[src/rtl/mem_copy_pkg.sv]
// Shared types and constants for the boot-time memory copy engine.
// Holds the FSM encoding and the ROM/RAM window bases.
package mem_copy_pkg;

    typedef enum logic [2:0] {
        ST_IDLE,
        ST_RD,
        ST_WAIT,
        ST_WR,
        ST_DONE
    } state_e;

    localparam int unsigned WORD_BYTES = 4;
    localparam logic [31:0] ROM_BASE = 32'h0040_0000;
    localparam logic [31:0] RAM_BASE = 32'h1001_0000;

endpackage

[src/rtl/copy_addr_gen.sv]
// Word counter plus source/destination address walkers for the copy engine.
// Both addresses advance one word per step; last flags the final word.
module copy_addr_gen
    import mem_copy_pkg::*;
#(
    parameter int DATA_WIDTH = 32,
    parameter int LEN_WIDTH  = 7
) (
    input  logic                  clk_i,
    input  logic                  reset_n_i,
    input  logic                  load,
    input  logic                  step,
    input  logic [DATA_WIDTH-1:0] src_base,
    input  logic [DATA_WIDTH-1:0] dst_base,
    input  logic [LEN_WIDTH-1:0]  len,
    output logic [DATA_WIDTH-1:0] src_addr,
    output logic [DATA_WIDTH-1:0] dst_addr,
    output logic                  last
);

    logic [LEN_WIDTH-1:0] cnt_q;
    logic [LEN_WIDTH-1:0] len_q;

    always_ff @(posedge clk_i) begin
        if (!reset_n_i) begin
            cnt_q    <= '0;
            len_q    <= '0;
            src_addr <= '0;
            dst_addr <= '0;
        end else if (load) begin
            cnt_q    <= '0;
            len_q    <= len;
            src_addr <= src_base;
            dst_addr <= dst_base;
        end else if (step) begin
            cnt_q    <= cnt_q + LEN_WIDTH'(1);
            src_addr <= src_addr + DATA_WIDTH'(WORD_BYTES);
            dst_addr <= dst_addr + DATA_WIDTH'(WORD_BYTES);
        end
    end

    // Only consulted while copying, where len_q is at least one.
    assign last = (cnt_q == len_q - LEN_WIDTH'(1));

endmodule

[src/rtl/mem_copy_master.sv]
// Bus initiator that copies a block of words between memory regions.
// Every bus-side output is a register fed from the next-state logic.
module mem_copy_master
    import mem_copy_pkg::*;
#(
    parameter int DATA_WIDTH   = 32,
    parameter int MEMORY_DEPTH = 64,
    parameter int READ_LATENCY = 1,
    localparam int LEN_WIDTH   = $clog2(MEMORY_DEPTH) + 1
) (
    input  logic                  clk_i,
    input  logic                  reset_n_i,
    input  logic                  start_i,
    input  logic [DATA_WIDTH-1:0] src_addr_i,
    input  logic [DATA_WIDTH-1:0] dst_addr_i,
    input  logic [LEN_WIDTH-1:0]  len_i,
    input  logic [DATA_WIDTH-1:0] Read_Data_i,
    output logic [DATA_WIDTH-1:0] Address_o,
    output logic [DATA_WIDTH-1:0] Write_Data_o,
    output logic                  write_enable_o,
    output logic                  busy_o,
    output logic                  done_o,
    output logic                  error_o
);

    state_e state_q, state_d;
    logic [1:0] wait_q, wait_d;

    logic [DATA_WIDTH-1:0] addr_d;
    logic [DATA_WIDTH-1:0] wdata_d;
    logic we_d, busy_d, done_d, error_d;

    logic load, step, last_word;
    logic [DATA_WIDTH-1:0] cur_src, cur_dst;
    logic misaligned;

    assign misaligned = (src_addr_i[1:0] != 2'b00) ||
                        (dst_addr_i[1:0] != 2'b00);

    copy_addr_gen #(
        .DATA_WIDTH(DATA_WIDTH),
        .LEN_WIDTH (LEN_WIDTH)
    ) u_addr_gen (
        .clk_i    (clk_i),
        .reset_n_i(reset_n_i),
        .load     (load),
        .step     (step),
        .src_base (src_addr_i),
        .dst_base (dst_addr_i),
        .len      (len_i),
        .src_addr (cur_src),
        .dst_addr (cur_dst),
        .last     (last_word)
    );

    always_comb begin
        state_d = state_q;
        wait_d  = wait_q;
        addr_d  = Address_o;
        wdata_d = Write_Data_o;
        we_d    = 1'b0;
        error_d = error_o;
        load    = 1'b0;
        step    = 1'b0;
        unique case (state_q)
            ST_IDLE: begin
                if (start_i) begin
                    load    = 1'b1;
                    error_d = 1'b0;
                    if (misaligned) begin
                        error_d = 1'b1;
                        state_d = ST_DONE;
                    end else if (len_i == '0) begin
                        state_d = ST_DONE;
                    end else begin
                        state_d = ST_RD;
                        addr_d  = src_addr_i;
                    end
                end
            end
            ST_RD: begin
                wait_d  = '0;
                state_d = ST_WAIT;
            end
            ST_WAIT: begin
                // Read data is valid during the final wait cycle only.
                if (wait_q == 2'(READ_LATENCY - 1)) begin
                    state_d = ST_WR;
                    addr_d  = cur_dst;
                    wdata_d = Read_Data_i;
                    we_d    = 1'b1;
                end else begin
                    wait_d = wait_q + 2'd1;
                end
            end
            ST_WR: begin
                step = 1'b1;
                if (last_word) begin
                    state_d = ST_DONE;
                end else begin
                    state_d = ST_RD;
                    addr_d  = cur_src + DATA_WIDTH'(WORD_BYTES);
                end
            end
            ST_DONE: begin
                state_d = ST_IDLE;
            end
            default: begin
                state_d = ST_IDLE;
            end
        endcase
        busy_d = (state_d == ST_RD) || (state_d == ST_WAIT) ||
                 (state_d == ST_WR);
        done_d = (state_d == ST_DONE);
    end

    always_ff @(posedge clk_i) begin
        if (!reset_n_i) begin
            state_q        <= ST_IDLE;
            wait_q         <= '0;
            Address_o      <= '0;
            Write_Data_o   <= '0;
            write_enable_o <= 1'b0;
            busy_o         <= 1'b0;
            done_o         <= 1'b0;
            error_o        <= 1'b0;
        end else begin
            state_q        <= state_d;
            wait_q         <= wait_d;
            Address_o      <= addr_d;
            Write_Data_o   <= wdata_d;
            write_enable_o <= we_d;
            busy_o         <= busy_d;
            done_o         <= done_d;
            error_o        <= error_d;
        end
    end

endmodule

[config.mk]
export PLATFORM = sky130hd
export DESIGN_NAME = mem_copy_master
export DESIGN_NICKNAME = d
export VERILOG_FILES = /design/src/rtl/mem_copy_pkg.sv /design/src/rtl/copy_addr_gen.sv /design/src/rtl/mem_copy_master.sv
export SDC_FILE = /design/constraint.sdc
export NUM_CORES = 1
export LEC_CHECK = 0
export ABC_AREA = 1
export BUFFER_PORTS_ARGS = -buffer_cell sky130_fd_sc_hd__buf_4
export CORE_MARGIN = 5
export CORE_UTILIZATION = 56
export CTS_CLUSTER_SIZE = 10
export DETAILED_ROUTE_END_ITERATION = 16
export PLACE_DENSITY = 0.85
export SLEW_MARGIN = 0
export SYNTH_ARGS = -nofsm -noshare
export SYNTH_HDL_FRONTEND = slang
export SYNTH_SLANG_ARGS = --single-unit
export TNS_END_PERCENT = 10
[constraint.sdc]
create_clock -name clk_i -period 2.6 [get_ports clk_i]
set_clock_uncertainty 0.05 [all_clocks]
set_input_delay 0.78 -clock clk_i [delete_from_list [all_inputs] [get_ports clk_i]]
set_output_delay 0.78 -clock clk_i [all_outputs]
set_load 0.02 [all_outputs]
==> results of run 1 <==
-- through the flow --
step           setup WS (ps)  power, mW
2_1_floorplan            592       3.46
3_3_place_gp             297       3.92
3_5_place_dp             271       3.96
4_1_cts                  328       6.48
5_1_grt                 3.81       6.77
6_report                 313       6.50
-- cells by family after synthesis --
family	synth area share, %
simple gates	36.6
compound gates	16.3
buf+inv	9.43
flops	35.9
xor+xnor	0.937
fa+ha+maj	0.743
-- worst max path at each step --
stage / startpoint / endpoint / slack (ps) / cells after the start
5_1_grt: u_addr_gen.len_q[0] / Address_o[20] / 4 / 14
6_report: u_addr_gen.len_q[0] / Address_o[21] / 310 / 14
3_5_place_dp: len_i[4] / Address_o[21] / 270 / 9
4_1_cts: u_addr_gen.len_q[0] / Address_o[21] / 330 / 14
3_3_place_gp: len_i[4] / Address_o[31] / 300 / 9
2_1_floorplan: len_i[4] / Address_o[0] / 590 / 7
-- worst max-delay path: stages, from the launching register on --
cell,delay [ps]
sky130_fd_sc_hd__dfxtp_1,380
sky130_fd_sc_hd__inv_1,120
sky130_fd_sc_hd__ha_1,290
sky130_fd_sc_hd__inv_1,100
sky130_fd_sc_hd__nand2_1,50
sky130_fd_sc_hd__nand3_1,80
sky130_fd_sc_hd__nand2_1,60
sky130_fd_sc_hd__nor2_1,80
sky130_fd_sc_hd__nand2_1,50
sky130_fd_sc_hd__nor2_1,180
sky130_fd_sc_hd__nand2_1,80
sky130_fd_sc_hd__nand2_1,370
sky130_fd_sc_hd__nand3_1,150
sky130_fd_sc_hd__nand2_1,100
sky130_fd_sc_hd__nor2_1,40
-- state kept, by name (all words and copies together) (netlist names) --
register             cells
Address_o               32
Write_Data_o            32
busy_o                   1
done_o                   1
error_o                  1
state_q                  3
u_addr_gen.cnt_q         7
u_addr_gen.dst_addr     32
u_addr_gen.len_q         7
u_addr_gen.src_addr     32
wait_q                   2
write_enable_o           1
-- cell usage after synthesis, types with 2 or more instances --
master and count:
sky130_fd_sc_hd__a221oi_1 6, sky130_fd_sc_hd__buf_2 19, sky130_fd_sc_hd__buf_6 4, sky130_fd_sc_hd__inv_1 119
sky130_fd_sc_hd__clkbuf_1 35, sky130_fd_sc_hd__a31oi_1 10, sky130_fd_sc_hd__a21oi_1 73, sky130_fd_sc_hd__nand4_1 15
sky130_fd_sc_hd__nand3b_1 8, sky130_fd_sc_hd__and3_1 4, sky130_fd_sc_hd__o21ai_0 104, sky130_fd_sc_hd__ha_1 5
sky130_fd_sc_hd__buf_1 4, sky130_fd_sc_hd__or2_0 2, sky130_fd_sc_hd__nor2_2 4, sky130_fd_sc_hd__nor2_1 219
sky130_fd_sc_hd__a311oi_1 4, sky130_fd_sc_hd__o22ai_1 10, sky130_fd_sc_hd__nand2_2 3, sky130_fd_sc_hd__o211ai_1 9
sky130_fd_sc_hd__buf_4 5, sky130_fd_sc_hd__a22oi_1 16, sky130_fd_sc_hd__nor3_1 15, sky130_fd_sc_hd__a211oi_1 2
sky130_fd_sc_hd__nand3_1 118, sky130_fd_sc_hd__nor3b_1 2, sky130_fd_sc_hd__or2_2 10, sky130_fd_sc_hd__nand2_1 327
sky130_fd_sc_hd__inv_2 6, sky130_fd_sc_hd__o21bai_1 7, sky130_fd_sc_hd__xor2_1 8, sky130_fd_sc_hd__dfxtp_1 151
-- per-layer routing --
metal | routed length [µm] | vias to the layer above | share of wire (%) | global-route usage, %
met2 | 13300 | 515 | 48 | 50.9
li1 | - | 4658 | - | -
met5 | 0 | - | 0 | 0
met1 | 10500 | 4304 | 38 | 38.2
met4 | 1190 | 0 | 4.3 | 13.6
met3 | 2770 | 74 | 10 | 6.99
-- power by group through the flow --
stage / Combinational (mW) / Sequential (mW) / Clock (mW)
floorplan: 0.695 / 2.76 / 0
global placement: 1.20 / 2.72 / 0
detailed placement: 1.23 / 2.72 / 0
CTS: 1.24 / 2.67 / 2.57
global route: 1.37 / 2.70 / 2.70
finish: 1.25 / 2.68 / 2.57
-- area by class of cell --
class,instances,area [µm²]
Sequential cell,151,3020
Tap cell,184,230
Inverter,125,469
Clock buffer,17,425
Clock inverter,15,181
Fill cell,1267,4180
Multi-Input combinational cell,990,4600
Timing Repair Buffer,200,1540
==> impl_metrics.prom, run 1 <==
# TYPE chip_impl_metric gauge
chip_impl_info{name="run_status",value="finished clean"} 1
chip_impl_metric{name="worstHoldPathCells",unit=""} 2
chip_impl_metric{name="antenna_cells",unit=""} 0
chip_impl_metric{name="cp_data_required_time",unit="ps"} 2880
chip_impl_metric{name="die_height",unit="µm"} 133
chip_impl_metric{name="finalHoldWorstSlack",unit="ps"} 417
chip_impl_metric{name="design.portCount",unit=""} 174
chip_impl_metric{name="grt_util_all_layers",unit="%"} 30.7
chip_impl_info{name="timing.hold.worst_endpoint",value="u_addr_gen.src_addr[1]"} 1
chip_impl_metric{name="dpl.hpwl",unit="µm"} 20500
chip_impl_metric{name="worstSkewPairLatency",unit="ps"} 430
chip_impl_metric{name="netlist_instances",unit=""} 1333
chip_impl_metric{name="drt-total-wl",unit="µm"} 27700
chip_impl_metric{name="cts_bufs_inserted",unit=""} 17
chip_impl_metric{name="flops_latches_synth",unit=""} 151
chip_impl_info{name="critical_path_launch_point_type",value="flip-flop"} 1
chip_impl_info{name="setup_repair_after_global_routing_missed_its_margin",value="false"} 1
chip_impl_metric{name="period_share",unit="%"} 88.0
chip_impl_metric{name="final_critical_period",unit="ps"} 2290
chip_impl_metric{name="cts_post_setup_buffers_inserted",unit=""} 0
chip_impl_metric{name="design.core.area",unit="µm²"} 14600
chip_impl_metric{name="cts_resized",unit=""} 0
chip_impl_metric{name="netlist_area",unit="µm²"} 8420
chip_impl_metric{name="route.detailed.drc",unit=""} 0
chip_impl_metric{name="synth-edff-count",unit=""} 0
chip_impl_metric{name="synth.yosys.warnings",unit=""} 0
chip_impl_metric{name="initial_core_util",unit="%"} 57.5
chip_impl_metric{name="worst-slew-pin-transition",unit="ps"} 572
chip_impl_metric{name="sequential_to_total_area_share_from_yosys_stat",unit="%"} 35.9
chip_impl_metric{name="placed_cells_incl_taps",unit=""} 1650
chip_impl_metric{name="io_buffers",unit=""} 173
chip_impl_metric{name="die_area",unit="µm²"} 17600
chip_impl_metric{name="syn_area_per_cell",unit="µm²"} 6.31
chip_impl_metric{name="grt-ovfl-total",unit=""} 0
chip_impl_metric{name="number_of_standard_cells_in_the_layout_taps_in_and_fillers_out",unit=""} 1682
chip_impl_metric{name="grt_first_pass_wirelength",unit="µm"} 43600
chip_impl_metric{name="cellInternalPower",unit="mW"} 4.46
chip_impl_metric{name="drv_cap",unit=""} 0
chip_impl_metric{name="report.final.setup_viol",unit=""} 0
chip_impl_metric{name="final_core_util",unit="%"} 71.5
chip_impl_metric{name="cp.arrival",unit="ps"} 2570
chip_impl_info{name="tritoncts_clock_tree",value="built"} 1
chip_impl_metric{name="fin_setup_tns",unit="ps"} 0
chip_impl_info{name="synth.top_cells.by_area",value="sky130_fd_sc_hd__dfxtp_1, sky130_fd_sc_hd__nand2_1, sky130_fd_sc_hd__nor2_1"} 1
chip_impl_metric{name="switching_power",unit="mW"} 2.03
chip_impl_metric{name="postSynthNetCount",unit=""} 1444
chip_impl_metric{name="cts.path.max_buffers",unit=""} 2
chip_impl_info{name="worst_min_path_start",value="u_addr_gen.src_addr[1]"} 1
chip_impl_info{name="worstSetupEndpointType",value="flip-flop"} 1
chip_impl_info{name="postSynth.topFlopCell",value="sky130_fd_sc_hd__dfxtp_1"} 1
chip_impl_metric{name="h_tree_levels",unit=""} 4
chip_impl_metric{name="fraction_of_power_consumed_by_the_clock_network",unit="%"} 39.5
chip_impl_info{name="most-common-layout-cells",value="sky130_fd_sc_hd__nand2_1, sky130_fd_sc_hd__nor2_1, sky130_fd_sc_hd__buf_4"} 1
chip_impl_metric{name="holdBufCountCts",unit=""} 0
chip_impl_metric{name="design_area",unit="µm²"} 10500
chip_impl_metric{name="power_per_cell_area",unit="nW/µm²"} 621
chip_impl_info{name="final_common_cell",value="sky130_fd_sc_hd__nand2_1"} 1
chip_impl_info{name="r2r_end",value="Address_o[21]"} 1
chip_impl_metric{name="layout-drive-gt1-share",unit="%"} 17.4
chip_impl_metric{name="ir_worst_vdd",unit="µV"} 491
chip_impl_metric{name="maximum_number_of_pins_on_one_net_before_global_route_repair",unit=""} 52
chip_impl_metric{name="core.rowCount",unit=""} 44
chip_impl_metric{name="wire_per_inst",unit="µm"} 16.5
chip_impl_metric{name="routabilityCongestion",unit=""} 1.01
chip_impl_metric{name="reg2reg_setup_slack",unit="ps"} 310
chip_impl_metric{name="firstDrtPassIters",unit=""} 6
chip_impl_metric{name="syn_to_final_growth",unit="%"} 24.4
chip_impl_metric{name="synth-async-reset-ratio",unit="%"} 0
chip_impl_metric{name="relSlewSlack",unit="%"} 61.8
chip_impl_metric{name="switching_share",unit="%"} 31.3
chip_impl_metric{name="detailed_route_vias_per_instance",unit=""} 5.68
chip_impl_metric{name="area_fraction_of_the_dominant_cell_type_after_synthesis",unit="%"} 35.9
chip_impl_metric{name="report.final.hold_viol_count",unit=""} 0
chip_impl_info{name="min_path_type",value="reg -> reg"} 1
chip_impl_metric{name="detailed_route_via_count",unit=""} 9551
chip_impl_metric{name="combinationalPowerShare",unit="%"} 19.2
chip_impl_metric{name="timing.fmax",unit="GHz"} 0.437
chip_impl_metric{name="dpl_cell_area",unit="µm²"} 9860
chip_impl_metric{name="ant_nets",unit=""} 0
chip_impl_metric{name="power.leakage",unit="nW"} 4.58
chip_impl_metric{name="grt_antenna_before_repair",unit=""} 0
chip_impl_info{name="worst_r2r_start",value="u_addr_gen.len_q[0]"} 1
chip_impl_info{name="synth_largest_area_cell",value="sky130_fd_sc_hd__dfxtp_1"} 1
chip_impl_metric{name="slew_viols_final",unit=""} 0
chip_impl_metric{name="number_of_library_cell_types_mapped_by_synthesis",unit=""} 41
chip_impl_metric{name="clk_pin_slew",unit="ps"} 70
chip_impl_metric{name="numClockSinks",unit=""} 151
chip_impl_metric{name="finish.net_count",unit=""} 1596
chip_impl_metric{name="critical_path_peak_fanout",unit=""} 13
chip_impl_info{name="criticalPathCategory",value="reg -> reg"} 1
chip_impl_metric{name="p_seq_share",unit="%"} 41.3
chip_impl_metric{name="dieWidth",unit="µm"} 133
chip_impl_metric{name="drt_iter0_drc",unit=""} 1109
chip_impl_info{name="cts-root-buf",value="sky130_fd_sc_hd__clkbuf_16"} 1
chip_impl_metric{name="grt_pass1_vias",unit=""} 8642
chip_impl_metric{name="worst_r2r_path_depth",unit=""} 14
(Power assumes the default switching activity.)
==> inputs of run 2 (changes only) <==
Settings changed: RECOVER_POWER from default to 50, TNS_END_PERCENT 10 to default.
Clock period 2.6 ns to 2.28 ns, I/O delays scaled along.
==> run 2 against run 1 <==
Effect of this change:
- worst hold slack got worse by 5.6 ps
- via count fell by 0.10%
- sequential power rose by 14%
- clock power rose by 9.3%
- setup slack got worse by 170 ps
- combinational power rose by 11%
- global-route usage rose by 0.74 points
- non-clock buffer count rose by 11
- critical path type unchanged
- critical endpoint is now u_addr_gen.src_addr[16]
- largest cell class unchanged
==> impl_metrics.prom, run 2 (synthesis gave the netlist of run 1 again) <==
# TYPE chip_impl_metric gauge
chip_impl_metric{name="detailed_route_via_count",unit=""} 9541
chip_impl_metric{name="core.rowCount",unit=""} 44
chip_impl_metric{name="relSlewSlack",unit="%"} 62.7
chip_impl_metric{name="critical_path_peak_fanout",unit=""} 23
chip_impl_metric{name="die_height",unit="µm"} 133
chip_impl_metric{name="detailed_route_vias_per_instance",unit=""} 5.64
chip_impl_metric{name="die_area",unit="µm²"} 17600
chip_impl_info{name="critical_path_launch_point_type",value="flip-flop"} 1
chip_impl_metric{name="grt_first_pass_wirelength",unit="µm"} 44900
chip_impl_info{name="most-common-layout-cells",value="sky130_fd_sc_hd__nand2_1, sky130_fd_sc_hd__nor2_1, sky130_fd_sc_hd__dfxtp_1"} 1
chip_impl_metric{name="ir_worst_vdd",unit="µV"} 555
chip_impl_metric{name="timing.critical_path.slowest_cell_delay",unit="ps"} 490
chip_impl_metric{name="final_critical_period",unit="ps"} 2130
chip_impl_metric{name="syn_to_final_growth",unit="%"} 22.3
chip_impl_metric{name="drv_cap",unit=""} 0
chip_impl_metric{name="worstSkewPairLatency",unit="ps"} 430
chip_impl_info{name="criticalPathCategory",value="reg -> reg"} 1
chip_impl_metric{name="final_core_util",unit="%"} 70.3
chip_impl_metric{name="slew_viols_final",unit=""} 0
chip_impl_metric{name="h_tree_levels",unit=""} 4
chip_impl_info{name="critical_path_cell_list",value="nor3_4 > nand2_1 > inv_1 > buf_2 > nand2_1 > o21ai_0 > nand2_1 > o21ai_0"} 1
chip_impl_metric{name="cp_data_required_time",unit="ps"} 2580
chip_impl_metric{name="io_buffers",unit=""} 173
chip_impl_metric{name="power.leakage",unit="nW"} 4.34
chip_impl_metric{name="design.core.area",unit="µm²"} 14600
chip_impl_metric{name="antenna_cells",unit=""} 0
chip_impl_metric{name="firstDrtPassIters",unit=""} 6
chip_impl_metric{name="report.final.setup_viol",unit=""} 0
chip_impl_metric{name="fraction_of_power_consumed_by_the_clock_network",unit="%"} 38.7
chip_impl_info{name="worstSetupEndpointType",value="flip-flop"} 1
chip_impl_metric{name="switching_power",unit="mW"} 2.25
chip_impl_info{name="min_path_type",value="reg -> reg"} 1
chip_impl_metric{name="wire_per_inst",unit="µm"} 16.7
chip_impl_metric{name="cts_bufs_inserted",unit=""} 17
chip_impl_info{name="cts-root-buf",value="sky130_fd_sc_hd__clkbuf_16"} 1
chip_impl_metric{name="worst-slew-pin-transition",unit="ps"} 559
chip_impl_metric{name="dpl.hpwl",unit="µm"} 21000
chip_impl_metric{name="grt_util_all_layers",unit="%"} 31.4
chip_impl_metric{name="worstPathBufferInverterCount",unit=""} 2
chip_impl_metric{name="cts.path.max_buffers",unit=""} 2
chip_impl_metric{name="finish.net_count",unit=""} 1607
chip_impl_metric{name="initial_core_util",unit="%"} 57.5
chip_impl_metric{name="drt-total-wl",unit="µm"} 28200
chip_impl_metric{name="number_of_standard_cells_in_the_layout_taps_in_and_fillers_out",unit=""} 1692
chip_impl_metric{name="cp.arrival",unit="ps"} 2430
chip_impl_metric{name="period_share",unit="%"} 93.6
chip_impl_metric{name="numClockSinks",unit=""} 151
chip_impl_metric{name="drt_iter0_drc",unit=""} 939
chip_impl_metric{name="combinationalPowerShare",unit="%"} 19.2
chip_impl_info{name="run_status",value="finished clean"} 1
chip_impl_metric{name="holdBufCountCts",unit=""} 0
chip_impl_metric{name="design.portCount",unit=""} 174
chip_impl_metric{name="routabilityCongestion",unit=""} 1.01
chip_impl_info{name="final_common_cell",value="sky130_fd_sc_hd__nand2_1"} 1
chip_impl_metric{name="cellInternalPower",unit="mW"} 5.00
chip_impl_metric{name="grt_pass1_vias",unit=""} 9077
chip_impl_metric{name="layout-drive-gt1-share",unit="%"} 13.2
chip_impl_metric{name="clk_pin_slew",unit="ps"} 70
chip_impl_metric{name="design_power_total",unit="mW"} 7.25
chip_impl_metric{name="route.detailed.drc",unit=""} 0
chip_impl_metric{name="dieWidth",unit="µm"} 133
chip_impl_metric{name="p_seq_share",unit="%"} 42.1
chip_impl_metric{name="ant_nets",unit=""} 0
chip_impl_info{name="tritoncts_clock_tree",value="built"} 1
chip_impl_metric{name="report.final.hold_viol_count",unit=""} 0
chip_impl_metric{name="fin_setup_tns",unit="ps"} 0
chip_impl_metric{name="finalHoldWorstSlack",unit="ps"} 412
chip_impl_info{name="critPathMostFrequentCell",value="sky130_fd_sc_hd__nand2_1"} 1
chip_impl_info{name="worst_path_dominant_cell_family",value="simple AND/OR/NAND/NOR gates"} 1
chip_impl_metric{name="placed_cells_incl_taps",unit=""} 1661
chip_impl_metric{name="timing.fmax",unit="GHz"} 0.469
chip_impl_metric{name="grt-ovfl-total",unit=""} 0
chip_impl_info{name="setup_repair_after_global_routing_missed_its_margin",value="false"} 1
chip_impl_info{name="critical_path_slowest_stage_cell",value="sky130_fd_sc_hd__buf_2"} 1
chip_impl_metric{name="switching_share",unit="%"} 31.0
chip_impl_metric{name="maximum_number_of_pins_on_one_net_before_global_route_repair",unit=""} 49
chip_impl_metric{name="grt_antenna_before_repair",unit=""} 0
chip_impl_metric{name="power_per_cell_area",unit="nW/µm²"} 704
## run 2: per-layer routing
layer | global-route usage [%] | up-vias | wire, µm | share of wire (%)
met3 | 7.33 | 96 | 2440 | 8.7
met4 | 17.0 | 0 | 1500 | 5.3
li1 | - | 4662 | - | -
met5 | 0 | - | 0 | 0
met2 | 52.8 | 451 | 13300 | 47
met1 | 37.2 | 4332 | 10900 | 39
## run 2: path summary, 6_finish.rpt
path,cells past startpoint,start,slack (ps),endpoint
max,8,state_q[2],150,u_addr_gen.src_addr[16]
min,2,u_addr_gen.src_addr[0],410,u_addr_gen.src_addr[0]
max reg2reg,8,state_q[2],150,u_addr_gen.src_addr[16]
min reg2reg,2,u_addr_gen.src_addr[0],410,u_addr_gen.src_addr[0]
## run 2: metrics by stage
step | cell area [µm²] | worst slack (ps)
after floorplan | 8420 | 368
after global placement | 9970 | 165
after detailed placement | 9970 | 147
after CTS | 10500 | 113
after global routing | 10300 | 10.6
final | 10300 | 146
## run 2: repair_timing
action | 4_1_cts | 5_1_grt
buffers inserted | 0 | 0
resized for setup | 0 | 6
setup endpoints to repair | 0 | 65
## run 2: area by class of cell
type	instances	area (µm²)
Multi-Input combinational cell	990	4620
Fill cell	1346	4350
Sequential cell	151	3020
Timing Repair Buffer	211	1380
Inverter	125	470
Clock buffer	18	429
Tap cell	184	230
Clock inverter	13	148
## run 2: power by group through the flow
stage	logic, mW	clock network, mW	registers (mW)
2_1_floorplan	0.793	0	3.15
3_3_place_gp	1.40	0	3.10
3_5_place_dp	1.44	0	3.10
4_1_cts	1.45	2.82	3.05
5_1_grt	1.53	2.94	3.08
6_report	1.39	2.81	3.05
## run 2: tightest hold or removal path: cells and delay by family, from the launching register on
kind | cells | cell delay, ps
DFF | 1 | 300
buffers and inverters | 1 | 60
AOI/OAI and AO/OA | 1 | 60
